[src/rtl/multicycle_controller.sv]
// multicycle_controller: control FSM for a multicycle MIPS datapath (one memory, one ALU).
// Ports: clk, reset_n (async active-low); opcode/funct from the IR, zero from the ALU,
//   mem_ready memory handshake; datapath enables (pc_en, IRWrite, MemWrite, RegWrite),
//   selects (IorD, RegDst, MemtoReg, ALUSrcA, ALUSrcB, PCSrc, ALU_control),
//   illegal pulse and the debug state.
// Optional: define BNE_EN to decode opcode 000101 (bne) as an inverted-sense branch.
module multicycle_controller #(
  parameter int STATE_W = 4
) (
  input  logic               clk,
  input  logic               reset_n,
  input  logic [5:0]         opcode,
  input  logic [5:0]         funct,
  input  logic               zero,
  input  logic               mem_ready,
  output logic               pc_en,
  output logic               IorD,
  output logic               IRWrite,
  output logic               MemWrite,
  output logic               RegWrite,
  output logic               RegDst,
  output logic               MemtoReg,
  output logic               ALUSrcA,
  output logic [2:0]         ALUSrcB,
  output logic [1:0]         PCSrc,
  output logic [2:0]         ALU_control,
  output logic               illegal,
  output logic [STATE_W-1:0] state
);
  localparam logic [STATE_W-1:0] FETCH  = STATE_W'(0);
  localparam logic [STATE_W-1:0] DECODE = STATE_W'(1);
  localparam logic [STATE_W-1:0] MEMADR = STATE_W'(2);
  localparam logic [STATE_W-1:0] MEMRD  = STATE_W'(3);
  localparam logic [STATE_W-1:0] MEMWB  = STATE_W'(4);
  localparam logic [STATE_W-1:0] MEMWR  = STATE_W'(5);
  localparam logic [STATE_W-1:0] RTEXEC = STATE_W'(6);
  localparam logic [STATE_W-1:0] ALUWB  = STATE_W'(7);
  localparam logic [STATE_W-1:0] BRANCH = STATE_W'(8);
  localparam logic [STATE_W-1:0] ADDIEX = STATE_W'(9);
  localparam logic [STATE_W-1:0] ADDIWB = STATE_W'(10);
  localparam logic [STATE_W-1:0] JUMP   = STATE_W'(11);

  logic [STATE_W-1:0] state_q, state_d;
  logic               st_q, st_d;
  logic               pc_en_c, irw_c, mw_c, rw_c, ill_c, taken_c;

  // lw/sw choice is latched in DECODE so MEMADR does not depend on the IR.
  assign st_d = (state_q == DECODE) ? (opcode == 6'b101011) : st_q;

`ifdef BNE_EN
  logic bne_q, bne_d;
  assign bne_d   = (state_q == DECODE) ? (opcode == 6'b000101) : bne_q;
  assign taken_c = zero ^ bne_q;
  always_ff @(posedge clk or negedge reset_n)
    if (!reset_n) bne_q <= 1'b0;
    else bne_q <= bne_d;
`else
  assign taken_c = zero;
`endif

  always_comb begin
    state_d     = state_q;
    pc_en_c     = 1'b0;
    irw_c       = 1'b0;
    mw_c        = 1'b0;
    rw_c        = 1'b0;
    ill_c       = 1'b0;
    IorD        = 1'b0;
    RegDst      = 1'b0;
    MemtoReg    = 1'b0;
    ALUSrcA     = 1'b0;
    ALUSrcB     = 3'b000;
    PCSrc       = 2'b00;
    ALU_control = 3'b010;
    case (state_q)
      FETCH: begin
        ALUSrcB = 3'b001;
        irw_c   = mem_ready;
        pc_en_c = mem_ready;
        state_d = mem_ready ? DECODE : FETCH;
      end
      DECODE: begin
        ALUSrcB = 3'b011;
        if (opcode == 6'b100011 || opcode == 6'b101011) state_d = MEMADR;
        else if (opcode == 6'b000000) state_d = RTEXEC;
        else if (opcode == 6'b000100) state_d = BRANCH;
`ifdef BNE_EN
        else if (opcode == 6'b000101) state_d = BRANCH;
`endif
        else if (opcode == 6'b001000) state_d = ADDIEX;
        else if (opcode == 6'b000010) state_d = JUMP;
        else begin
          state_d = FETCH;
          ill_c   = 1'b1;
        end
      end
      MEMADR: begin
        ALUSrcA = 1'b1;
        ALUSrcB = 3'b010;
        state_d = st_q ? MEMWR : MEMRD;
      end
      MEMRD: begin
        IorD    = 1'b1;
        state_d = mem_ready ? MEMWB : MEMRD;
      end
      MEMWB: begin
        MemtoReg = 1'b1;
        rw_c     = 1'b1;
        state_d  = FETCH;
      end
      MEMWR: begin
        IorD    = 1'b1;
        mw_c    = 1'b1;
        state_d = mem_ready ? FETCH : MEMWR;
      end
      RTEXEC: begin
        ALUSrcA = 1'b1;
        state_d = ALUWB;
        case (funct)
          6'b100000: ALU_control = 3'b010;
          6'b100010: ALU_control = 3'b110;
          6'b100100: ALU_control = 3'b000;
          6'b100101: ALU_control = 3'b001;
          6'b101010: ALU_control = 3'b111;
          6'b000000: begin
            ALU_control = 3'b011;
            ALUSrcB     = 3'b100;
          end
          default: begin
            ill_c   = 1'b1;
            state_d = FETCH;
          end
        endcase
      end
      ALUWB: begin
        RegDst  = 1'b1;
        rw_c    = 1'b1;
        state_d = FETCH;
      end
      BRANCH: begin
        ALUSrcA     = 1'b1;
        ALU_control = 3'b110;
        PCSrc       = 2'b01;
        pc_en_c     = taken_c;
        state_d     = FETCH;
      end
      ADDIEX: begin
        ALUSrcA = 1'b1;
        ALUSrcB = 3'b010;
        state_d = ADDIWB;
      end
      ADDIWB: begin
        rw_c    = 1'b1;
        state_d = FETCH;
      end
      JUMP: begin
        PCSrc   = 2'b10;
        pc_en_c = 1'b1;
        state_d = FETCH;
      end
      default: state_d = FETCH;
    endcase
  end

  always_ff @(posedge clk or negedge reset_n)
    if (!reset_n) begin
      state_q <= FETCH;
      st_q    <= 1'b0;
    end else begin
      state_q <= state_d;
      st_q    <= st_d;
    end

  // Reset holds state at FETCH, whose enables follow mem_ready; mask them so
  // nothing is written while reset_n is low.
  assign pc_en    = pc_en_c & reset_n;
  assign IRWrite  = irw_c & reset_n;
  assign MemWrite = mw_c & reset_n;
  assign RegWrite = rw_c & reset_n;
  assign illegal  = ill_c & reset_n;
  assign state    = state_q;
endmodule

[config.mk]
export PLATFORM = sky130hd
export DESIGN_NAME = multicycle_controller
export DESIGN_NICKNAME = d
export VERILOG_FILES = /design/src/rtl/multicycle_controller.sv
export SDC_FILE = /design/constraint.sdc
export NUM_CORES = 1
export LEC_CHECK = 0
export CAP_MARGIN = 10
export CELL_PAD_IN_SITES_DETAIL_PLACEMENT = 1
export CELL_PAD_IN_SITES_GLOBAL_PLACEMENT = 2
export CORE_MARGIN = 3
export CORE_UTILIZATION = 23
export CTS_BUF_LIST = sky130_fd_sc_hd__clkbuf_2
export CTS_CLUSTER_SIZE = 24
export DETAILED_ROUTE_END_ITERATION = 8
export DONT_BUFFER_PORTS = 1
export PLACE_DENSITY = 0.63
export SETUP_SLACK_MARGIN = 0.15
export SLEW_MARGIN = 20
export SYNTH_ARGS = -nofsm -noshare
export SYNTH_HDL_FRONTEND = slang
export SYNTH_SLANG_ARGS = --single-unit
[constraint.sdc]
create_clock -name clk -period 1.4 [get_ports clk]
set_input_delay 0.28 -clock clk [delete_from_list [all_inputs] [get_ports clk]]
set_output_delay 0.28 -clock clk [all_outputs]
set_load 0.01 [all_outputs]
Word level (Yosys, flattened, before mapping)

Index checks and enable logic that the tools add are counted.

Bits of input ports: 16
Flip-flop bits (word level): 5
Output and inout bits: 21
Word-level logic and storage cells: 68

Eq/ne operators: 21
Multiplexer cells: 31
Reductions and logical operators: 9
Bitwise operators: 5

Operator list:

| operator                                                        | number |
|---|---|
| 6-bit == test, second input constant                            | 7 |
| 4-bit case mux with 7 select lines                              | 1 |
| 4-bit two-way mux                                               | 5 |
| 4-bit by 3-bit == test with 1-bit output, second input constant | 4 |
| 4-bit == test, second input constant                            | 4 |
| 3-bit two-way mux                                               | 5 |
| 3-bit case mux with 5 select lines                              | 1 |
| 1-bit two-way mux                                               | 14 |
| 6-bit zero test                                                 | 2 |
| 3-bit case mux with 4 select lines                              | 1 |
| 4-bit by 2-bit == test with 1-bit output, second input constant | 2 |
| 6-bit by 2-bit == test with 1-bit output, second input constant | 1 |
| 6-bit by 3-bit == test with 1-bit output, second input constant | 1 |
| 6-bit by 4-bit == test with 1-bit output, second input constant | 1 |
| 3-bit case mux with 2 select lines                              | 1 |
| 6-bit OR reduction                                              | 1 |
| 1-bit bitwise AND                                               | 5 |
| 4-bit by 1-bit == test with 1-bit output, second input constant | 1 |
| 4-bit zero test                                                 | 1 |
| 2-bit case mux with 2 select lines                              | 1 |
| 2-bit OR reduction                                              | 2 |
| 4-bit OR reduction                                              | 1 |
| 1-bit case mux with 3 select lines                              | 1 |
| 3-bit OR reduction                                              | 1 |
| other kinds (2)                                                 | 2 |

Longest topological paths before layout

Gate-level depths: netlist of run 1.

Depth after elaboration: 8
Depth in mapped cells: 6
Gate-level depth less buffers: 4

Worst setup path before layout of run 1

Ideal clock, no wire load.

Kind: register -> output
From: reg state_q[1] (netlist: state[1])
To: out RegWrite
Path buffers: 1
Arrival: 1.342 ns
Path slack: -0.222 ns
Required time: 1.120 ns
Stages on the path, launching flop included: 6
Cells stage by stage: dfrtp_1 > buf_2 > or2_1 > nor2_1 > a21oi_1 > nor2_1

Cells in the longest elaborated chain, start to end: 4
Elaborated cells between the ends (all ways): 6
Those cells by class: eq/ne: 3; mux: 1; bitwise: 1; reduce/logical: 1

Ends and longest elaborated chain:

| element                                                                   | line | source |
|---|---|---|
| from (decl)                                                               | 43   | `logic [STATE_W-1:0] state_q, state_d;` |
| from (signal assigned)                                                    | 170  | `state_q <= state_d;` |
| 4-bit == test or 4-bit by 3-bit == test with 1-bit output (tied branches) | 75   | `case (state_q)` |
| 3-bit OR reduction (no line) *                                            | n/a  |  |
| 1-bit two-way mux *                                                       | 75   |  |
| 1-bit bitwise AND *                                                       | 179  | `assign RegWrite = rw_c & reset_n;` |
| to (decl)                                                                 | 20   | `output logic RegWrite,` |

Mark *: on every way between the ends. The rest lies on a longest branch, timed or not.

Worst setup path after layout of run 1

From: reg state_q[0] (netlist: state[0])
To: out pc_en

Cells in the longest elaborated chain, start to end: 3
Elaborated cells between the ends (all ways): 5
Those cells by class: eq/ne: 2; mux: 1; bitwise: 1; reduce/logical: 1

Ends and longest elaborated chain:

| element                                          | line | source |
|---|---|---|
| 4-bit == test or 4-bit zero test (tied branches) | 75   |  |
| 1-bit case mux with 3 select lines *             | 75   |  |
| 1-bit bitwise AND *                              | 176  | `assign pc_en = pc_en_c & reset_n;` |
| to (decl)                                        | 16   | `output logic pc_en,` |

Marks and branches as above.

==> results.md, run 1 <==
* Final ANT Viol Nets at 0
* Crit Path Class: reg2out
* Layout area overhead at 80.6%
* IO Port Bufs at 0
* Design area at 1170 sq um
* DRC viols at 0
* Slowest cell on crit path: dfrtp_1
* Highest metal layer with signal wires: met4
* Row cnt at 18
* Maximum VDD drop at 0.000920 V
* Ys async rst share at 1.00
* Max FO, Critical Path at 5
* Most frequent cells in the layout: buf_4 (24), buf_6 (8), nor2_4 (6)
* Outcome: complete, but fails checks
* WP data required at 1.12 ns
* Drt first pass iters at 4
* Root Driver: clkbuf_2
* Hold WS at 0.231 ns
* Final setup vio count at 20
* Max Slew Vio Count at 0
* Clk pin slew, worst setup/hold paths at 0.06 ns
* Vias in the first global route at 873
* Reg2reg setup slack at -0.23 ns
* Final min period at 1.72 ns
* Cells after synthesis at 90
* Total power at 1.88 mW
* Total of max-cap violations at 0
* Die W at 59.2 um
* TritonCTS Buffers at 3
* Worst hold path class: in2reg
* TNS Setup at -3.94 ns
* Leakage power at 0.460 nW
* First-pass GRT wire length at 4080 um
* Number of enable flip-flop cells after synthesis at 0
* Hold depth at 2
* Metal2 WL at 1340 um
* CP arrival at 1.44 ns
* CP Buf/Inv Count at 1
* RR Endpoint: state[2]$_DFF_PN0_
* Post-Place Cell Area at 892 sq um
* Crit-path cells: buf_4 > or2_4 > nor2_2 > a31oi_1 > nor3_2
* GRT Residual Overflow at 0
* Worst slew pin tran at 0.400 ns
* Fmax at 582 MHz
* Final Cycle Share at 1.23
* Mapped Area at 651 sq um
* Post-Route WL at 2530 um
* Part of the Yosys area used for sequential elements at 0.192
* YS warnings at 0
* RSZ-0062 raised after global routing: true
* Failing checks: negative setup slack
* Met1 wire length at 1020 um
* Worst slew margin at 0.730
* Vert. Die Dim at 59.2 um
* 1st-iter DRT viols at 9
* Post-synth cell types at 33
* CTS sink cnt at 5
* Worst path max stage delay at 0.41 ns
* Critical Path End Type: output port
* Nets at 139
* Layout cell share with drive strength beyond 1 at 0.631
* Placer Congestion at 0.824
* Die ar. at 3500 sq um
* Post-Synthesis Mean Instance Area at 7.23 sq um
* Core area at 2590 sq um
* Average wire per standard cell at 16.6 um
* R2R cell count at 8
* Hold Path Sink: st_q$_DFFE_PN0P_
* Final worst slack at -0.319 ns
* CTS tree: done
* Crit-path leading delay family: simple AND/OR/NAND/NOR gates
* RR Startpoint: state[0]$_DFF_PN0_
* Diodes inserted at 0
* Detailed-route via count at 818
* PwrDens at 1600 nW/um^2
* IO Pins at 37
* Tot GR Track Use at 0.154
* Commonest non-fill, non-tap cell in the layout: buf_4
* Yosys reg bits at 5
* Crit start category: flip-flop
* Met3 wire len at 148 um
* CTS HTree Levels at 1
* Post-detail-place hpwl at 1850 um
* Via density at 5.38
* Initial core utilization at 0.251
* Largest net degree at the start of global routing at 10
* Worst clock skew at 0.00346 ns
* Initial antenna violation count at 0
* Hold Fails Final Rpt at 0
* Hold Startpoint: opcode[3]
* Top FF cell, synth: dfrtp_1
* Bufs on Longest Clock Path at 2
* Syn nets at 106
* Clk Latency, worst-skew pair at 0.22 ns
## synth_stat cells (2+ instances only)
library cell | number | area, sq um
a21oi_1 | 7 | 35.0
a31oi_1 | 2 | 12.5
buf_2 | 2 | 10.0
buf_4 | 2 | 15.0
dfrtp_1 | 5 | 125
inv_1 | 3 | 11.3
mux2i_1 | 3 | 30.0
nand2_1 | 5 | 18.8
nand2b_1 | 5 | 31.3
nand3_1 | 4 | 20.0
nand3b_1 | 2 | 15.0
nor2_1 | 10 | 37.5
nor3_1 | 8 | 40.0
o21ai_0 | 4 | 20.0
o22ai_1 | 3 | 18.8
or3_1 | 5 | 31.3
or4_1 | 2 | 15.0
xnor2_1 | 3 | 26.3
## registers in the layout (all words and copies together), names as in the netlist
register and count:
st_q 1, state 4
## metal layers
metal,vias to the layer above,GRT usage
met5,-,0
met4,0,0.0777
met3,2,0.0283
met2,23,0.264
met1,394,0.182
li1,399,-
## cells by family (layout without fill, tap and decap cells)
family / after synthesis / count (layout) / share of synthesized area
and+or+nand+nor: 51 / 51 / 0.439
AOI/OAI and AO/OA: 20 / 20 / 0.210
buffers and inverters: 8 / 40 / 0.0731
DFF: 5 / 5 / 0.192
xor gates and xnor gates: 3 / 3 / 0.0404
muxes: 3 / 3 / 0.0462
## through the flow
stage           util  setup WS, ns  cells
6_report       0.454        -0.319    152
5_1_grt        0.454        -0.384    152
4_1_cts        0.426        -0.323    150
3_5_place_dp   0.344        -0.125    136
3_3_place_gp   0.344       -0.0638    136
2_1_floorplan      -        -0.100     90
## final cells by class
cell class | count | area (sq um)
Fill cell | 302 | 1420
Multi-Input combinational cell | 77 | 697
Timing Repair Buffer | 33 | 280
Sequential cell | 5 | 129
Tap cell | 30 | 37.5
Clock buffer | 4 | 20.0
Inverter | 3 | 11.3
## where the power goes
| part | switching [mW] | internal [mW] | leakage (nW) |
|---|---|---|---|
| clock network | 0.0633 | 0.0758 | 0.0166 |
| registers | 0.0673 | 0.188 | 0.0624 |
| logic | 0.711 | 0.771 | 0.381 |
## repair_timing
action,4_1_cts,5_1_grt
buffers inserted,9,2
endpoints found under the hold margin,5,0
pin swaps,6,5
gates resized for setup,26,14
endpoints found under the setup margin,22,23
hold buffers,1,0
## worst max path at each step
| stage | startpoint | to | cells past startpoint |
|---|---|---|---|
| 2_1_floorplan | state[1]$_DFF_PN0_ | RegWrite | 5 |
| 3_3_place_gp | state[0]$_DFF_PN0_ | RegWrite | 5 |
| 3_5_place_dp | state[1]$_DFF_PN0_ | state[0]$_DFF_PN0_ | 4 |
| 4_1_cts | state[0]$_DFF_PN0_ | illegal | 3 |
| 5_1_grt | state[0]$_DFF_PN0_ | pc_en | 5 |
| 6_report | state[0]$_DFF_PN0_ | pc_en | 5 |
Power figures use the tool's default switching activity.
==> inputs of run 2 (changes only) <==
- CTS_BUF_LIST: sky130_fd_sc_hd__clkbuf_2 -> sky130_fd_sc_hd__clkbuf_4
==> results.md, run 2 (synthesis results as in run 1) <==
* Logic pwr share at 0.772 (-0.018)
* Leakage power at 0.491 nW (+6.8%)
* Net Sw Power at 0.858 mW (+2.0%)
* Worst slew margin at 0.713 (-0.0174)
* Cell Count Post-Placement at 136 (unchanged)
* Hold depth at 2 (unchanged)
* Max Slew Vio Count at 0 (unchanged)
* Cell count along the critical path at 3 (-2)
* 1st-iter DRT viols at 13 (+4)
* Vert. Die Dim at 59.2 um (unchanged)
* Detailed-route via count at 833 (+1.8%)
* TritonCTS Buffers at 3 (unchanged)
* WP data required at 1.12 ns (about the same)
* Die W at 59.2 um (unchanged)
* Largest net degree at the start of global routing at 7 (-3)
* Core area at 2590 sq um (unchanged)
* Commonest non-fill, non-tap cell in the layout: buf_6
* Post-Route WL at 2670 um (+5.5%)
* CTS HTree Levels at 1 (unchanged)
* First-pass GRT wire length at 4320 um (+5.9%)
* R2R cell count at 7 (-1)
* Layout area overhead at 95.0%
* Initial core utilization at 0.251 (unchanged)
* Critical Path End Type: output port
* Slowest cell on crit path: dfrtp_2
* Final Cycle Share at 1.21 (-0.0212)
* Bufs on Longest Clock Path at 2 (unchanged)
* Worst path max stage delay at 0.45 ns (+0.04 ns)
* Clock power share at 0.094 (+0.020)
* Total of max-cap violations at 0 (unchanged)
* Clk Latency, worst-skew pair at 0.24 ns (+0.02 ns)
* CP arrival at 1.41 ns (-0.03 ns)
* Row cnt at 18 (unchanged)
* Tot GR Track Use at 0.159 (+0.00441)
* Vias in the first global route at 898 (+2.9%)
* Worst slew pin tran at 0.426 ns (+0.0258 ns)
* Final setup vio count at 21 (+5.0%)
* Maximum VDD drop at 0.000820 V (-11%)
* Layout cell share with drive strength beyond 1 at 0.646 (+0.0145)
* Placer Congestion at 0.824 (unchanged)
* Flip-flop count of the largest register after layout at 4 (unchanged)
* Design area at 1270 sq um (+8.0%)
* Crit-path cells: nand2b_4 > or3_4 > a21oi_4
* CTS tree: done
* Average wire per standard cell at 17.0 um (+2.1%)
* IO Port Bufs at 0 (unchanged)
* Outcome: complete, but fails checks
* Nets at 144 (+3.6%)
* Drt first pass iters at 3 (-1)
* Internal power at 1.21 mW (+17%)
* Via density at 5.31 (-1.4%)
* Crit Path Class: reg2out
* Diodes inserted at 0 (unchanged)
* Hold Fails Final Rpt at 0 (unchanged)
* Post-detail-place hpwl at 1850 um (unchanged)
* Final worst slack at -0.289 ns (+0.0297 ns)
* Failing checks: negative setup slack
* Final ANT Viol Nets at 0 (unchanged)
* Reg power frac at 0.134 (-0.002)
* RSZ-0062 raised after global routing: true
* Root Driver: clkbuf_4
* Initial antenna violation count at 0 (unchanged)
* IO Pins at 37 (unchanged)
* CTS sink cnt at 5 (unchanged)
* Fmax at 592 MHz (+1.8%)
* Worst hold path class: in2reg
* Post-Place Cell Area at 892 sq um (unchanged)
* Clk pin slew, worst setup/hold paths at 0.05 ns (about the same)
* Switching share of power at 0.416 (-0.0331)
* Die ar. at 3500 sq um (unchanged)
* Crit-path leading delay family: simple AND/OR/NAND/NOR gates
* Final min period at 1.69 ns (-0.0297 ns)
* Max FO, Critical Path at 6 (+1)
* CP Buf/Inv Count at 0 (-1)
* DRC viols at 0 (unchanged)
* Crit start category: flip-flop
* GRT Residual Overflow at 0 (unchanged)
* Reg2reg setup slack at -0.15 ns (+0.08 ns)
* Fin cells at 157 (+3.3%)
* Most frequent cells in the layout: buf_6 (19), buf_4 (18), nor3_1 (5)
* Worst clock skew at 0.00311 ns (-0.000355 ns)
* PwrDens at 1630 nW/um^2 (+1.9%)
* Core Util, Final at 0.490 (+0.0362)
run 2: repair_timing:
| action | in CTS | in global routing |
|---|---|---|
| pin swaps | 9 | 9 |
| setup buffers | 12 | 4 |
| hold buffers | 1 | 0 |
| endpoints found under the hold margin | 5 | 0 |
| resized for setup | 37 | 15 |
| setup endpoints to repair | 22 | 23 |
| gates cloned | 0 | 0 |
run 2: worst register-to-register path, cell delays in order, from the launching register on:
cell and delay, ns:
dfrtp_2 0.43, buf_6 0.13, nor4b_4 0.13, buf_4 0.15, nand2_4 0.07, buf_6 0.10, o22ai_2 0.06, or3_1 0.36
run 2: path summary, 6_finish.rpt:
path                                    startpoint                 end
worst max-delay path            state[3]$_DFF_PN0_      ALU_control[0]
worst min-delay path                     opcode[3]    st_q$_DFFE_PN0P_
worst max register to register  state[0]$_DFF_PN0_  state[2]$_DFF_PN0_
worst min register to register    st_q$_DFFE_PN0P_    st_q$_DFFE_PN0P_
max in group asynchronous                  reset_n  state[0]$_DFF_PN0_
min in group asynchronous                  reset_n  state[1]$_DFF_PN0_
run 2: layer usage:
| metal | up-vias | GRT usage | share of wire | routed length, um |
|---|---|---|---|---|
| met1 | 396 | 0.192 | 0.41 | 1080 |
| met4 | 0 | 0.0485 | 0.0071 | 19 |
| met2 | 23 | 0.281 | 0.53 | 1420 |
| li1 | 412 | - | - | - |
| met3 | 2 | 0.0283 | 0.055 | 148 |
| met5 | - | 0 | 0 | 0 |
run 2: cell type report:
type / count / area, sq um
tap: 30 / 37.5
fill: 302 / 1320
timing repair buffer: 38 / 359
inverter: 3 / 11.3
multi-input combinational: 77 / 701
sequential: 5 / 130
clock buffer: 4 / 30.0
run 2: power by group through the flow:
| stage | Clock [mW] | Combinational [mW] | Sequential [mW] |
|---|---|---|---|
| 2_1_floorplan | 0 | 0.655 | 0.246 |
| 3_3_place_gp | 0 | 0.966 | 0.240 |
| 3_5_place_dp | 0 | 0.976 | 0.246 |
| 4_1_cts | 0.200 | 1.41 | 0.267 |
| 5_1_grt | 0.205 | 1.71 | 0.287 |
| 6_report | 0.194 | 1.59 | 0.276 |
run 2: stage by stage:
step                      hold slack [ns]  setup slack (ns)  power, mW  TNS [ns]
final                               0.210            -0.289       2.06     -3.75
after global routing                0.207            -0.332       2.21     -4.92
after CTS                           0.205            -0.301       1.87     -3.77
after detailed placement          -0.0154            -0.125       1.22    -0.740
after global placement            -0.0154           -0.0638       1.21    -0.389
after floorplan                   -0.0156            -0.100      0.900    -0.485
==> RTL change 1: new RTL, settings of run 1 <==
Set the parameter `STATE_W` to 6 (it was 4).
--- a/src/rtl/multicycle_controller.sv
+++ b/src/rtl/multicycle_controller.sv
@@ -5,7 +5,7 @@
 //   illegal pulse and the debug state.
 // Optional: define BNE_EN to decode opcode 000101 (bne) as an inverted-sense branch.
 module multicycle_controller #(
-  parameter int STATE_W = 4
+  parameter int STATE_W = 6
 ) (
   input  logic               clk,
   input  logic               reset_n,
Ports: changed (resized state); port bits go from 37 to 39. No check against the original RTL was run, so the function may have changed too.
==> RTL change 1 against run 1 <==
The flow still finishes with violations (setup timing). Wire length increased by 4.4%. Largest cell class unchanged. Sequential cell count stayed put. Critical path type unchanged. Worst hold slack better by 4.8 ps. Non-clock buffer count is 2 higher. Setup slack improved by 33 ps. Final area grew 5.8%. Total power up 5.4%. Maximum frequency grew 2.0%. First-iteration DRC count rose by 130%. Area after synthesis rose by 2.9%. Clock skew is 8.8 ps higher. Via count up 2.6%.
==> RTL change 1: results (changes against run 1) <==
Outcome
  • Status: finished with violations
  • Failing checks: setup timing

Logic synthesis
  • Synth area leaders: dfrtp_1, nor3_1, nor2_1
  • Top post-synthesis cells by count: nor2_1, nor3_1, a21oi_1
  • Share of async-settable or async-resettable flops after synthesis: 100.0% (unchanged)
  • Synth cell types: 34 (+3.0%)
  • Syn Inst Count: 93 (+3.3%)
  • Yosys warnings: 0 (unchanged)
  • Seq/Total Area, Yosys: 18.69% (-0.54 points)

STA
  • Skew final: 12.25 ps (+8.789 ps)
  • Fmax achieved: 0.5933 GHz (+2.0%)
  • Final setup vio count: 19 (-5.0%)
  • PnR worst setup slack: -285.5 ps (+33.15 ps)

Min path
  • WHS Path Cells: 2 (unchanged)
  • Hold Crit Class: primary input to flop

Clock tree
  • H-tree levels: 1 (unchanged)
  • Clock slew at reported path FFs: ~70 ps
  • Total CTS buffers: 3 (unchanged)
  • CTS max path bufs: 2 (unchanged)
  • Clk Tree Root Cell: clkbuf_2
  • Later-pin clock latency in the skew report: 230 ps

Power and ir drop
  • Max VDD drop: 859.2 uV (-6.6%)
  • Leakage: 0.4757 nW (+3.4%)
  • Internal Power: 0.001100 W (+6.4%)

Place
  • Gpl congestion: 0.7643 (-7.3%)
  • Detailed Place HPWL: 1.974 mm (+6.7%)
  • Buffers on Ports: 0 (unchanged)

Worst setup path
  • FF-to-FF path depth: 7 (-1)
  • Worst R2R Setup Slack: -140 ps (+90 ps)
  • Arrival time worst endpoint: 1410 ps (-30 ps)
  • Worst-path maximum fanout: 7 (+2)

GRT
  • Vias in the first global route: 865 (-0.92%)
  • Largest net degree at the start of global routing: 8 (-2)
  • Total track usage: 14.83% (-0.58 points)
  • First-pass GRT wire length: 3.953 mm (-3.0%)
  • Initial antenna violation count: 0 (unchanged)

Routing
  • Pre-antenna DRT Iters: 2 (-2)
  • DRT Wirelength: 2.641 mm (+4.4%)
  • DRT iter0 DRCs: 21 (+12)
  • Vias per cell: 5.378 (about the same)

Cells and area
  • Max reg flops: 4 (unchanged)
  • Final std cells w/o fill: 156 (+2.6%)
  • ANT cells: 0 (unchanged)
  • Share of cells above drive strength 1: 64.29% (+1.2 points)
  • NumNets Final: 143 (+2.9%)
[RTL change 1: cell types whose count changed after synthesis]
cell	change
buf_4	+2
conb_1	+1
[RTL change 1: power by group through the flow]
| stage | clock network [W] | logic, W | registers (W) |
|---|---|---|---|
| 6_report | 0.000141 | 0.00157 | 0.000262 |
| 5_1_grt | 0.000159 | 0.00168 | 0.000268 |
| 4_1_cts | 0.000145 | 0.00138 | 0.000252 |
| 3_5_place_dp | 0 | 0.00101 | 0.000240 |
| 3_3_place_gp | 0 | 0.000982 | 0.000235 |
| 2_1_floorplan | 0 | 0.000661 | 0.000246 |
[RTL change 1: routing by layer]
| metal | track usage, % | wire [um] | up-vias |
|---|---|---|---|
| met4 | 5.696 | 38 | 0 |
| met1 | 18.71 | 1074 | 402 |
| met5 | 0 | 0 | - |
| met2 | 24.85 | 1375 | 30 |
| li1 | - | - | 402 |
| met3 | 2.592 | 152 | 5 |
[RTL change 1: final cells by class]
cell class,instances,area [um^2]
Inverter,3,11.26
Tap cell,30,37.54
Sequential cell,5,128.9
Clock buffer,4,20.02
Multi-Input combinational cell,79,723.2
Fill cell,324,1370
Timing Repair Buffer,35,321.6
[RTL change 1: cells by family (layout without fill, tap and decap cells)]
group                     Yosys count  after routing  synth area share [%]
and+or+nand+nor                    51             51                 42.62
other                               1              2                0.5602
AOI/OAI and AO/OA                  20             20                 20.37
buffers and inverters              10             42                 9.346
muxes                               3              3                 4.486
xor gates and xnor gates            3              3                 3.926
DFF                                 5              5                 18.69
[RTL change 1: stage by stage]
step                      hold slack [ps]  instance area, um^2  TNS [ps]  setup WS, ps
after floorplan                    -15.59                769.5    -485.2        -100.1
after global placement             -15.37                907.1    -380.0        -70.75
after detailed placement           -15.35                907.1    -880.6        -124.7
after CTS                           204.7                 1137     -3065        -279.4
after global routing                240.8                 1242     -4296        -348.5
final                               235.8                 1242     -3239        -285.5
[RTL change 1: what timing repair did]
item,in CTS,in global routing
resized for setup,38,14
cloned,0,0
pin swaps,8,8
endpoints found under the setup margin,21,22
buffers inserted,7,5
hold endpoints to repair,5,0
hold buffers,1,0
[RTL change 1: path summary, 6_finish.rpt]
check                          start             end
min                        opcode[3]            st_q
min reg2reg                     st_q            st_q
max reg2reg                 state[0]        state[1]
min in group asynchronous    reset_n            st_q
max in group asynchronous    reset_n        state[1]
max                         state[3]  ALU_control[0]
[RTL change 1: worst max-delay path, cell delays in order (launching register included)]
cell and delay [ps]:
dfrtp_2 450, nand2b_4 200, or3_4 380, a21oi_4 150
==> RTL change 2: new RTL, config.mk and constraints of run 1 <==
Without the edit above. Build with the macro `BNE_EN` defined.
--- a/src/rtl/multicycle_controller.sv
+++ b/src/rtl/multicycle_controller.sv
@@ -4,6 +4,8 @@
 //   selects (IorD, RegDst, MemtoReg, ALUSrcA, ALUSrcB, PCSrc, ALU_control),
 //   illegal pulse and the debug state.
 // Optional: define BNE_EN to decode opcode 000101 (bne) as an inverted-sense branch.
+`define BNE_EN
+
 module multicycle_controller #(
   parameter int STATE_W = 4
 ) (
Check against the original RTL: not equivalent (Yosys sat finds a counterexample within 4 cycles, from zero or initial values and one cycle with reset_n low).
==> RTL change 2 against run 1 <==
The flow still finishes with violations (setup timing). Area after synthesis up 22%. Sequential cell count rose by 1. Count of clock-buffer cells in the layout decreased by 1. Final area grew 14%. Clock power shrank 11%. Setup slack worse by 7.1 ps. Wire length increased by 16%. Total power fell by 11%. Register-to-register slack better by 150 ps. Via count up 11%. Combinational power down 13%.
==> RTL change 2: results (changes against run 1) <==
Logic synthesis
  • XOR/XNOR Fraction of Synth Area: 3.297% (-0.74 points)
  • Net count after synthesis: 121 (+14%)
  • Share of async-settable or async-resettable flops after synthesis: 100.0% (unchanged)
  • Largest family of logic cells by synthesized area: simple AND/OR/NAND/NOR gates
  • Mean Syn Cell Area: 7.591 um^2 (+5.0%)
  • Synth cell types: 37 (+12%)
  • Synth area leaders: dfrtp_1, nor2_1, a21oi_1
  • Seq/Total Area, Yosys: 18.84% (-0.39 points)
  • Post-synthesis compound-gate area fraction: 20.09% (-0.87 points)
  • Adder-cell area share of the yosys netlist: 0% (unchanged)
  • Yosys warnings: 0 (unchanged)
  • Post-synthesis mux area share: 1.884% (-2.7 points)
  • Top post-synthesis cells by count: nor2_1, a21oi_1, nand2_1, dfrtp_1, o21ai_1
  • Main synth FF type: dfrtp_1

Min path
  • Min-delay src: opcode[2]
  • WHS Endpoint: bne_q
  • WHS Path Cells: 2 (unchanged)
  • Hold Crit Class: primary input to flop

STA
  • PnR worst setup slack: -325.7 ps (-7.081 ps)
  • Hold_ws: 194.3 ps (-36.73 ps)
  • Final setup vio count: 19 (-5.0%)
  • Skew final: 4.814 ps (+1.353 ps)
  • Slew @ Worst Pin: 394.8 ps (-5.310 ps)

Cells and area
  • NumNets Final: 150 (+7.9%)
  • Max reg flops: 4 (unchanged)
  • Share of cells above drive strength 1: 57.58% (-5.5 points)
  • Fill count: 386 (+28%)
  • ANT cells: 0 (unchanged)

Power and ir drop
  • Leakage: 0.4964 nW (+7.9%)
  • Max VDD drop: 518.0 uV (-44%)

Clock tree
  • H-tree levels: 1 (unchanged)
  • Clk Tree Root Cell: clkbuf_2
  • Clock slew at reported path FFs: 60 ps (about the same)
  • Total CTS buffers: 3 (unchanged)
  • Later-pin clock latency in the skew report: 230 ps
  • CTS max path bufs: 2 (unchanged)

GRT
  • First-pass GRT wire length: 4.464 mm (+9.5%)
  • Total track usage: 13.34% (-2.1 points)
  • Vias in the first global route: 939 (+7.6%)
  • Initial antenna violation count: 0 (unchanged)

Worst setup path
  • Worst path slowest cell: dfrtp_1
  • FF-to-FF path depth: 6 (-2)
  • Cell family with most CP delay: simple AND/OR/NAND/NOR gates
  • Worst R2R Setup Slack: -80 ps (+150 ps)
  • FF-to-FF End: state[2]
  • Worst-path maximum fanout: 4 (-1)
  • Critical path's largest stage delay: 430 ps (+20 ps)
  • CP startpoint: state[0]

Outcome
  • Status: finished with violations
  • Failing checks: setup timing

Routing
  • Drc violations: 0 (unchanged)
  • Vias: 907 (+11%)
  • Routed length per instance: 16.69 um (+0.29%)
  • Vias per cell: 5.153 (-4.2%)
  • DRT iter0 DRCs: 20 (+11)
  • Pre-antenna DRT Iters: 3 (-1)

Place
  • Gpl congestion: 0.8083 (-2.0%)
  • Placed instance count: 164 (+21%)
  • Detailed Place HPWL: 2.218 mm (+20%)
RTL change 2: cell count changes after synthesis, moves of 4 or more:
cell	run 1	this run
nor2_1	10	16
nor3_1	8	4
o21ai_1	0	5
or3_1	5	0
RTL change 2: cells by family after synthesis:
kind of cell,after synthesis
flops,6
buf+inv,7
mux,1
simple gates,63
xor+xnor,3
compound gates,25
RTL change 2: layout make-up:
type                    instances  area [um^2]  share of cell area (%)
multi-input cells              92        813.3                   60.63
repair buffers                 31        305.3                   22.76
flip-flops and latches          6        152.6                   11.38
well taps                      44        55.05                   4.104
clock buffers                   3        15.01                   1.119
RTL change 2: how the worst max path moves through the flow:
stage               slack [ps]        endpoint
floorplan                 -130           pc_en
global placement           -50            st_q
detailed placement         -90           pc_en
CTS                       -280  ALU_control[0]
global route              -410           pc_en
finish                    -330           pc_en
RTL change 2: stage by stage:
stage               power [W]  setup slack [ps]  setup TNS (ps)  area [um^2]
floorplan           0.0008650            -127.0          -418.6        875.8
global placement     0.001119            -47.66          -200.7         1047
detailed placement   0.001132            -90.18          -241.4         1047
CTS                  0.001462            -282.4           -2967         1200
global route         0.001780            -413.3           -4781         1341
finish               0.001672            -325.7           -3126         1341
RTL change 2: timing repair:
action	CTS	global route
hold endpoints to repair	6	0
pin swaps	7	5
resized for setup	27	19
endpoints found under the setup margin	22	24
buffers inserted	2	6
hold buffers	1	0
RTL change 2: worst register-to-register path: stages (launching register included):
cell and delay [ps]:
dfrtp_1 430, buf_6 150, buf_12 120, mux2_4 290, nand3b_1 100, a21oi_2 60, a211o_1 220
RTL change 2: report_power, final:
group	leakage (nW)	switching, W	internal, W
logic	0.406	0.000599	0.000694
registers	0.0782	0.0000502	0.000205
clock network	0.0125	0.0000659	0.0000580
total	0.496	0.000715	0.000958
RTL change 2: layer usage:
layer  GRT usage [%]  wire length, um  vias to the layer above  share of wire, %
li1                -                -                      440                 -
met1           16.32             1187                      440                40
met2           23.24             1549                       27                53
met3           4.333              201                        0               6.8
met4           1.583                0                        0                 0
met5               0                0                        -                 0
